==> src/rtl/alu_if_pkg.sv <==
// Shared definitions for the UART/ALU bridge: FSM state encoding and ALU opcodes.
package alu_if_pkg;

    typedef enum logic [2:0] {
        WAIT_A   = 3'd0,
        WAIT_B   = 3'd1,
        WAIT_OP  = 3'd2,
        CALC     = 3'd3,
        SEND     = 3'd4,
        WAIT_TX  = 3'd5,
        SEND_C   = 3'd6,
        WAIT_TXC = 3'd7
    } state_e;

    // Funct-style ALU opcodes, shared with the ALU and the bench
    localparam logic [5:0] OP_ADD = 6'b100000;
    localparam logic [5:0] OP_SUB = 6'b100010;
    localparam logic [5:0] OP_AND = 6'b100100;
    localparam logic [5:0] OP_OR  = 6'b100101;
    localparam logic [5:0] OP_XOR = 6'b100110;
    localparam logic [5:0] OP_SRA = 6'b000011;
    localparam logic [5:0] OP_SRL = 6'b000010;
    localparam logic [5:0] OP_NOR = 6'b100111;

endpackage

==> src/rtl/uart_alu_interface.sv <==
// Collects A, B and opcode bytes from uart_rx, drives the ALU, returns the result via uart_tx.
// Optional UART_ALU_CARRY_TX_EN: sends a second byte holding the ALU carry after the result.
module uart_alu_interface
    import alu_if_pkg::*;
#(
    parameter int unsigned SIZE    = 8,
    parameter int unsigned OP_BITS = 6
) (
    input  logic               i_clock,
    input  logic               i_reset,
    input  logic [SIZE-1:0]    i_rx_data,
    input  logic               i_rx_done,
    input  logic [SIZE-1:0]    i_alu_res,
    input  logic               i_alu_carry,
    input  logic               i_tx_done,
    output logic [SIZE-1:0]    o_a_alu,
    output logic [SIZE-1:0]    o_b_alu,
    output logic [OP_BITS-1:0] o_opcode_alu,
    output logic [SIZE-1:0]    o_tx_data,
    output logic               o_tx_start
);

    state_e               state_q, state_d;
    logic [SIZE-1:0]      a_q, a_d;
    logic [SIZE-1:0]      b_q, b_d;
    logic [OP_BITS-1:0]   op_q, op_d;
    logic [SIZE-1:0]      tx_q, tx_d;
    logic                 start_q, start_d;

`ifdef UART_ALU_CARRY_TX_EN
    logic                 carry_q, carry_d;
`else
    logic                 unused_carry;
    assign unused_carry = i_alu_carry;
`endif

    // State and datapath registers
    always_ff @(posedge i_clock) begin
        if (i_reset) begin
            state_q <= WAIT_A;
            a_q     <= '0;
            b_q     <= '0;
            op_q    <= '0;
            tx_q    <= '0;
            start_q <= 1'b0;
`ifdef UART_ALU_CARRY_TX_EN
            carry_q <= 1'b0;
`endif
        end else begin
            state_q <= state_d;
            a_q     <= a_d;
            b_q     <= b_d;
            op_q    <= op_d;
            tx_q    <= tx_d;
            start_q <= start_d;
`ifdef UART_ALU_CARRY_TX_EN
            carry_q <= carry_d;
`endif
        end
    end

    // Next-state and register updates; start pulse is registered, so it is raised on entry to SEND/SEND_C
    always_comb begin
        state_d = state_q;
        a_d     = a_q;
        b_d     = b_q;
        op_d    = op_q;
        tx_d    = tx_q;
        start_d = 1'b0;
`ifdef UART_ALU_CARRY_TX_EN
        carry_d = carry_q;
`endif
        case (state_q)
            WAIT_A: begin
                if (i_rx_done) begin
                    a_d     = i_rx_data;
                    state_d = WAIT_B;
                end
            end
            WAIT_B: begin
                if (i_rx_done) begin
                    b_d     = i_rx_data;
                    state_d = WAIT_OP;
                end
            end
            WAIT_OP: begin
                if (i_rx_done) begin
                    op_d    = i_rx_data[OP_BITS-1:0];
                    state_d = CALC;
                end
            end
            CALC: begin
                tx_d    = i_alu_res;
`ifdef UART_ALU_CARRY_TX_EN
                carry_d = i_alu_carry;
`endif
                start_d = 1'b1;
                state_d = SEND;
            end
            SEND: begin
                state_d = WAIT_TX;
            end
            WAIT_TX: begin
                if (i_tx_done) begin
`ifdef UART_ALU_CARRY_TX_EN
                    tx_d    = SIZE'(carry_q);
                    start_d = 1'b1;
                    state_d = SEND_C;
`else
                    state_d = WAIT_A;
`endif
                end
            end
`ifdef UART_ALU_CARRY_TX_EN
            SEND_C: begin
                state_d = WAIT_TXC;
            end
            WAIT_TXC: begin
                if (i_tx_done) begin
                    state_d = WAIT_A;
                end
            end
`endif
            default: begin
                state_d = WAIT_A;
            end
        endcase
    end

    assign o_a_alu      = a_q;
    assign o_b_alu      = b_q;
    assign o_opcode_alu = op_q;
    assign o_tx_data    = tx_q;
    assign o_tx_start   = start_q;

endmodule

==> config.mk <==
export PLATFORM = sky130hd
export DESIGN_NAME = uart_alu_interface
export DESIGN_NICKNAME = d
export VERILOG_FILES = /design/src/rtl/alu_if_pkg.sv /design/src/rtl/uart_alu_interface.sv
export SDC_FILE = /design/constraint.sdc
export NUM_CORES = 1
export LEC_CHECK = 0
export ABC_CLOCK_PERIOD_IN_PS = 1860
export BUFFER_PORTS_ARGS = -buffer_cell sky130_fd_sc_hd__buf_2
export CAP_MARGIN = 20
export CORE_MARGIN = 5
export CORE_UTILIZATION = 46
export DETAILED_ROUTE_END_ITERATION = 16
export PLACE_DENSITY = 0.74
export SLEW_MARGIN = 0
export SYNTH_ARGS = -nofsm -noshare
export SYNTH_HDL_FRONTEND = slang
export SYNTH_SLANG_ARGS = --single-unit
==> constraint.sdc <==
create_clock -name i_clock -period 1.86 [get_ports i_clock]
set_clock_uncertainty 0.15 [all_clocks]
set_input_delay 0.093 -clock i_clock [delete_from_list [all_inputs] [get_ports i_clock]]
set_output_delay 0.093 -clock i_clock [all_outputs]
set_load 0.005 [all_outputs]
# == Word-level counts from Yosys, hierarchy flattened ==
# Index checks and enable logic that the tools add are counted.
# classes
muxes,6
n_eq_ne,9
n_reduce_logical,5
# ops
cell,n
3-bit one-hot mux with 6 select lines,1
3-bit 2-to-1 mux,4
2-bit inequality test (second input constant),4
3-bit by 2-bit == test with 1-bit output (second input constant),2
3-bit == test (second input constant),2
2-bit AND reduction,3
4-bit AND reduction,1
3-bit by 1-bit == test with 1-bit output (second input constant),1
3-bit logical NOT,1
1-bit 2-to-1 mux,1
# totals
input_bits,21
regBits,34

# == Depth between registers and ports, before layout ==
# Gate-level depths: netlist of run 1.
# logic_depth
ltp_word,3
ltp_mapped,5

# == Least setup slack after synthesis of run 1 ==
# Ideal clock, no wire load.
# synth_timing
path_kind,register to register
start,register state_q[2]
end,"register a_q[1], in the netlist o_a_alu[1]"
path_stages_with_launch,6
required_ns,1.578
path_buffers,2
period_less_slack_ns,1.456
setup_ns,0.132
setup_slack_ns,0.404
arrival_time_ns,1.174
cell_sequence,dfxtp_1 > buf_6 > or4b_4 > buf_6 > nand2_1 > a21oi_1
# synth_via
elab_chain_len,2
# synth_rtl
element,line_no,rtl
"start, declared",uart_alu_interface.sv:23,"state_e state_q, state_d;"
"start signal, assigned",uart_alu_interface.sv:50,state_q <= state_d;
3-bit logical NOT,uart_alu_interface.sv:73,case (state_q)
2-bit AND reduction (no line),n/a,
"end signal, assigned",uart_alu_interface.sv:41,a_q <= '0;
"end signal, assigned",uart_alu_interface.sv:51,a_q <= a_d;
"end, declared",uart_alu_interface.sv:24,"logic [SIZE-1:0] a_q, a_d;"
# No other way between the ends.
# A chain may end at the register's enable or synchronous reset.

# == Worst setup path after layout of run 1 ==
# layout_timing
start,register state_q[0]
end,"register b_q[6], in the netlist o_b_alu[6]"
# layout_via
elab_chain_len,2
# layout_rtl
element,line_no,rtl
3-bit by 1-bit == test with 1-bit output,uart_alu_interface.sv:73,
2-bit AND reduction (no line),n/a,
"end signal, assigned",uart_alu_interface.sv:42,b_q <= '0;
"end signal, assigned",uart_alu_interface.sv:52,b_q <= b_d;
"end, declared",uart_alu_interface.sv:25,"logic [SIZE-1:0] b_q, b_d;"
# No other way between the ends.

==> qor.yml, run 1 <==
pwr:
  ir_worst_vdd_mv: 0.7422
  p_per_area_nw_per_um2: 911.8
  leakage_nw: 0.8706
logic_synthesis:
  yosysWarnings: 0
  postSynthAreaPerCell_sq_um: 10.04
  synth_edf_count: 0
  ys_seq_area_share_pct: 52.97
  ys_ff_latch: 34
  syn_nets: 149
  synthCells: 128
  synth.distinct_cells: 19
  ys.flop_type: "dfxtp_1"
  async_flop_share_pct: 0
  synthesis.area_sq_um: 1285
critical_path:
  crit_type: "flop to flop"
  r2r_cells: 3
  cp-start-kind: "flop"
  r2r_end: "o_b_alu[6]$_SDFFE_PP0P_"
  critPathBufInv: 0
  critical-path-top-delay-family: "flip-flops"
  reg2reg_slack_ps: 280
  path_max_fanout: 10
  critPathRequiredTime_ps: 1930
  arrival_ps: 1650
  cpPeakStageDelay_ps: 530
  reg2reg_from: "state_q[0]$_SDFFE_PP0P_"
  end_kind: "flop"
  crit_chain: "and4bb_2 > mux2i_1 > nor2_1"
  cpMaxStageDelayCell: "dfxtp_1"
clock_network:
  clk_pin_slew_ps: 110
  ctsHtreeMaxLevel: 2
  cts_root_buf: "clkbuf_4"
  numCtsBuffers: 5
  cts.sinks: 34
  clock_path_buffers: 2
  tritoncts: "yes"
  clock_latency_ps: 330
  cts-resized-gates: 0
  cts_setup_buffers: 0
  hold_buffers: 18
grt:
  grt_pass1_wl_mm: 5.071
  grt_pass1_vias: 1158
  grt_overflow_total: 0
  grt_max_degree: 35
  track_usage_pct: 16.60
  antenna_found_initial: 0
cells_and_area:
  final_nets: 214
  diodes: 0
  syn2layout_area_growth_pct: 40.51
  drive_gt1_share_pct: 32.99
hold_path:
  whs_endpoint: "o_b_alu[6]$_SDFFE_PP0P_"
  hp-class: "primary input to flop"
  hp-start: "i_reset"
  hold_depth: 2
routing:
  wirelength_mm: 2.943
  drc_errors: 0
  dr.pass1.iters: 4
  drt-initial-drc-count: 26
  num_vias: 1097
  vias_per_cell: 4.876
  ant_nets: 0
  wl_per_cell_microns: 13.08
sta:
  hold_viol_final: 0
  maxSlewViolCount: 0
  min_period_ps: 1583
  fin_ws_ps: 276.5
  fmax_mhz: 631.5
  relSlewSlack_pct: 60.90
  setup_viol_count_final: 0
  max_slew.worst_pin.slew_ps: 586.5
  period_share_pct: 85.13
  fin_setup_tns_ps: 0
  rsz0062_at_grt: "no"
die:
  start_util_pct: 47.41
  fp.coreArea_sq_um: 2710
  die_x_microns: 62.86
  dieArea_sq_um: 3951
  die_h_microns: 62.86
  rows: 19
  num_io_pins: 52
run:
  cap_violations: 0
run_status:
  outcome: "finished, final reports clean"
placement:
  gp_congestion: 0.7118
  port_buffers: 50
  dp_slack_ps: 288.4
  hpwlAfterDp_mm: 2.065
-- sequential cells by signal, summed over array words and instances, names as in the netlist --
signal        count
o_a_alu           8
o_opcode_alu      6
o_tx_data         8
o_tx_start        1
o_b_alu           8
state_q           3
-- layout by cell type, fill, tap and decap left out --
| cell type | count |
|---|---|
| buf_2 | 50 |
| dfxtp_1 | 34 |
| nor2_1 | 23 |
| mux2i_1 | 22 |
| dlygate4sd3_1 | 18 |
| nand2_1 | 17 |
| a21oi_1 | 10 |
| clkbuf_4 | 5 |
| and4bb_2 | 2 |
| nand3b_1 | 2 |
| bufinv_16 | 2 |
| nand2b_1 | 1 |
| a211oi_1 | 1 |
| or3b_2 | 1 |
| or4b_1 | 1 |
| a31oi_1 | 1 |
| nor4b_4 | 1 |
| or4b_4 | 1 |
| clkbuf_8 | 1 |
| buf_4 | 1 |
-- kinds of logic (layout without fill, tap and decap cells) --
group | Yosys count | after routing | share of synthesized area [%]
and+or+nand+nor | 49 | 49 | 19.67
buffers and inverters | 11 | 77 | 5.257
DFF | 34 | 34 | 52.97
muxes | 22 | 22 | 17.14
AOI/OAI and AO/OA | 12 | 12 | 4.967
-- synthesized netlist by cell type (all sizes together) (2+ instances only) --
cell    count  share of area, %
or4b        2               1.8
mux2i      22                17
nand3b      2               1.2
nand2      17               5.0
clkbuf      5               1.6
and4bb      2               1.9
a21oi      10               3.9
dfxtp      34                53
buf         6               3.7
nor2       23               6.7
-- area by class of cell --
type                            count  area (sq um)
Fill cell                         236         904.6
Clock inverter                      2         60.06
Tap cell                           31         38.79
Multi-Input combinational cell     83         536.8
Sequential cell                    34         680.7
Clock buffer                        6         51.30
Timing Repair Buffer               69         437.9
-- worst max-delay path by stage --
stage	start	end	slack [ps]	cells past startpoint
2_1_floorplan	state_q[2]$_SDFFE_PP0P_	o_a_alu[1]$_SDFFE_PP0P_	400	5
3_3_place_gp	state_q[0]$_SDFFE_PP0P_	o_b_alu[1]$_SDFFE_PP0P_	360	3
3_5_place_dp	state_q[0]$_SDFFE_PP0P_	o_b_alu[1]$_SDFFE_PP0P_	290	3
4_1_cts	state_q[0]$_SDFFE_PP0P_	o_b_alu[6]$_SDFFE_PP0P_	290	3
5_1_grt	state_q[0]$_SDFFE_PP0P_	o_b_alu[6]$_SDFFE_PP0P_	170	3
6_report	state_q[0]$_SDFFE_PP0P_	o_b_alu[6]$_SDFFE_PP0P_	280	3
-- layer usage --
layer | vias up | GRT usage [%] | part of all wire (%)
met5 | - | 0 | 0
met4 | 0 | 9.284 | 3.6
met3 | 12 | 6.475 | 5.6
met2 | 35 | 28.89 | 50
met1 | 498 | 16.70 | 41
li1 | 552 | - | -
-- metrics by stage --
stage                     total power [mW]  instances  hold WS (ps)  cell area (sq um)  util [%]
after floorplan                     0.8845        128         78.97               1285         -
after global placement              0.9316        199         173.0               1514     55.86
after detailed placement            0.9387        199         189.8               1514     55.86
after CTS                            1.670        225         63.70               1805     66.62
after global routing                 1.733        225         80.06               1805     66.62
final                                1.646        225         82.31               1805     66.62
-- report_power, final --
group / switching (mW) / total (mW) / leakage (nW) / internal, mW
logic: 0.0775 / 0.173 / 0.536 / 0.0952
registers: 0.0208 / 0.777 / 0.276 / 0.756
clock network: 0.241 / 0.697 / 0.0585 / 0.455
Note: power is estimated with default switching activity, not from simulation.
==> inputs of run 2 (changes only) <==
Settings changed: ABC_CLOCK_PERIOD_IN_PS 1860 to 1500.
Clock period 1.86 ns to 1.5 ns, I/O delays scaled along.
==> run 2 against run 1 <==
  * Combinational power up 35%
  * Utilization decreased by 0.74 points
  * Cell count rose by 0.89%
  * Highest routed layer unchanged
  * Die area stayed put
  * Fmax is 10% higher
  * Largest cell class unchanged
  * Routed wire length up 2.8%
  * Via count grew 0.73%
  * Register-to-register slack got worse by 220 ps
  * Flip-flop and latch count is the same
  * Non-clock buffer count rose by 3
  * Worst setup slack got worse by 220 ps
  * Clock-buffer cell count rose by 1
==> qor.yml, run 2 (same netlist as run 1, synthesis figures left out) <==
run_status:
  outcome: "finished, final reports clean"
pwr:
  ir_worst_vdd_mv: 0.8390  # +13%
  leakage_nw: 0.8615  # -1.1%
  p_per_area_nw_per_um2: 927.3  # +1.7%
placement:
  place_area_sq_um: 1549  # +2.3%
  gp_congestion: 0.7121  # about the same
  hpwlAfterDp_mm: 2.011  # -2.6%
  port_buffers: 50  # unchanged
  dp_slack_ps: -13.86  # -302.2 ps
grt:
  grt_pass1_vias: 1141  # -1.5%
  grt_max_degree: 35  # unchanged
  track_usage_pct: 16.62  # +0.025 points
  grt_pass1_wl_mm: 5.126  # +1.1%
  grt_overflow_total: 0  # unchanged
  antenna_found_initial: 0  # unchanged
sta:
  maxSlewViolCount: 0  # unchanged
  relSlewSlack_pct: 61.52  # +0.62 points
  max_slew.worst_pin.slew_ps: 577.2  # -9.302 ps
  min_period_ps: 1440  # -143.5 ps
  setup_viol_count_final: 0  # unchanged
  fin_setup_tns_ps: 0  # unchanged
  period_share_pct: 96.00  # +11 points
  fin_ws_ps: 60.03  # -216.5 ps
  fmax_mhz: 694.5  # +10%
  rsz0062_at_grt: "no"
  hold_viol_final: 0  # unchanged
run:
  cap_violations: 0  # unchanged
clock_network:
  clk_pin_slew_ps: 100  # about the same
  tritoncts: "yes"
  cts.sinks: 34  # unchanged
  clock_path_buffers: 2  # unchanged
  cts_root_buf: "clkbuf_4"
  ctsHtreeMaxLevel: 2  # unchanged
  clock_latency_ps: 340  # about the same
  numCtsBuffers: 5  # unchanged
routing:
  wirelength_mm: 3.026  # +2.8%
  vias_per_cell: 4.868  # -0.16%
  drt-initial-drc-count: 56  # +120%
  num_vias: 1105  # +0.73%
  wl_per_cell_microns: 13.33  # +1.9%
  drc_errors: 0  # unchanged
  dr.pass1.iters: 4  # unchanged
  ant_nets: 0  # unchanged
die:
  dieArea_sq_um: 3951  # unchanged
  rows: 19  # unchanged
  die_x_microns: 62.86  # unchanged
  num_io_pins: 52  # unchanged
  start_util_pct: 47.41  # unchanged
  die_h_microns: 62.86  # unchanged
  fp.coreArea_sq_um: 2710  # unchanged
cells_and_area:
  nFillCells: 216  # -8.5%
  final_area_sq_um: 1785  # -1.1%
  diodes: 0  # unchanged
  final_nets: 217  # +1.4%
  drive_gt1_share_pct: 34.18  # +1.2 points
  syn2layout_area_growth_pct: 38.95
  post-route-util_pct: 65.88  # -0.74 points
  final_common_cell: "buf_2"
  layout_common_cells: "50 x buf_2, 31 x dfxtp_1, 23 x nor2_1, 22 x mux2i_1, 18 x dlygate4sd3_1"
critical_path:
  path_max_fanout: 9  # -1
  end_kind: "flop"
  critPathRequiredTime_ps: 1550  # -380 ps
  r2r_end: "o_a_alu[1]$_SDFFE_PP0P_"
  crit_chain: "or4b_4 > nand2_1 > a21oi_1"
  arrival_ps: 1490  # -160 ps
  cpPeakStageDelay_ps: 610  # +80 ps
  crit_type: "flop to flop"
  r2r_cells: 3  # unchanged
  cpMaxStageDelayCell: "or4b_4"
  reg2reg_slack_ps: 60  # -220 ps
  crit_path_end: "o_a_alu[1]$_SDFFE_PP0P_"
  cp-start-kind: "flop"
  reg2reg_from: "state_q[2]$_SDFFE_PP0P_"
  crit_start: "state_q[2]$_SDFFE_PP0P_"
hold_path:
  hp-class: "primary input to flop"
==> run 2: changes by cell type in the layout (fill, tap and decap cells not counted) <==
cell and delta:
and4bb_2 -2, and4bb_4 +2, buf_12 +1, buf_4 +2, bufinv_16 -2, clkbuf_1 +2
clkbuf_8 -1, dfxtp_1 -3, dfxtp_2 +3
==> run 2: what timing repair did <==
item,in CTS,in global routing
endpoints found under the hold margin,33,0
hold buffers,18,0
pin swaps,0,1
setup endpoints to repair,6,23
buffers inserted,0,0
gates resized for setup,2,3
==> run 2: cell type report <==
class | count | area (sq um) | share of cell area [%]
clock buffer | 7 | 45.04 | 2.523
sequential | 34 | 684.4 | 38.33
multi-input combinational | 83 | 544.3 | 30.48
tap | 31 | 38.79 | 2.172
timing repair buffer | 72 | 473.0 | 26.49
==> run 2: critical path: cells and delay by family (launching register included) <==
family          cells  cell delay, ps
compound gates      1              60
simple gates        2             710
flops               1             380
==> run 2: per-stage QoR <==
step / cells / hold slack [ps] / power [mW]
6_report: 227 / 55.76 / 1.656
5_1_grt: 227 / 78.19 / 1.746
4_1_cts: 227 / 57.88 / 1.668
3_5_place_dp: 202 / 170.9 / 1.177
3_3_place_gp: 202 / 155.4 / 1.168
2_1_floorplan: 128 / 60.97 / 1.097
==> run 2: per-layer routing <==
metal  GRT usage, %  share of wire, %
met4          11.67               4.1
met2          28.63                51
met1          17.00                39
met5              0                 0
met3          4.856               5.3
==> run 2: worst min path at each step <==
stage,startpoint,to,slack [ps],depth (start not counted)
2_1_floorplan,i_rx_data[0],o_a_alu[0]$_SDFFE_PP0P_,60,2
3_3_place_gp,i_alu_res[3],o_tx_data[3]$_SDFFE_PP0P_,160,3
3_5_place_dp,i_alu_res[4],o_tx_data[4]$_SDFFE_PP0P_,170,3
4_1_cts,i_reset,o_b_alu[6]$_SDFFE_PP0P_,60,2
5_1_grt,i_reset,o_b_alu[0]$_SDFFE_PP0P_,80,2
6_report,i_reset,o_b_alu[6]$_SDFFE_PP0P_,60,2
==> run 2: power by group <==
part	internal [mW]	switching, mW
clock network	0.177	0.284
logic	0.131	0.103
registers	0.938	0.0233
total	1.25	0.410
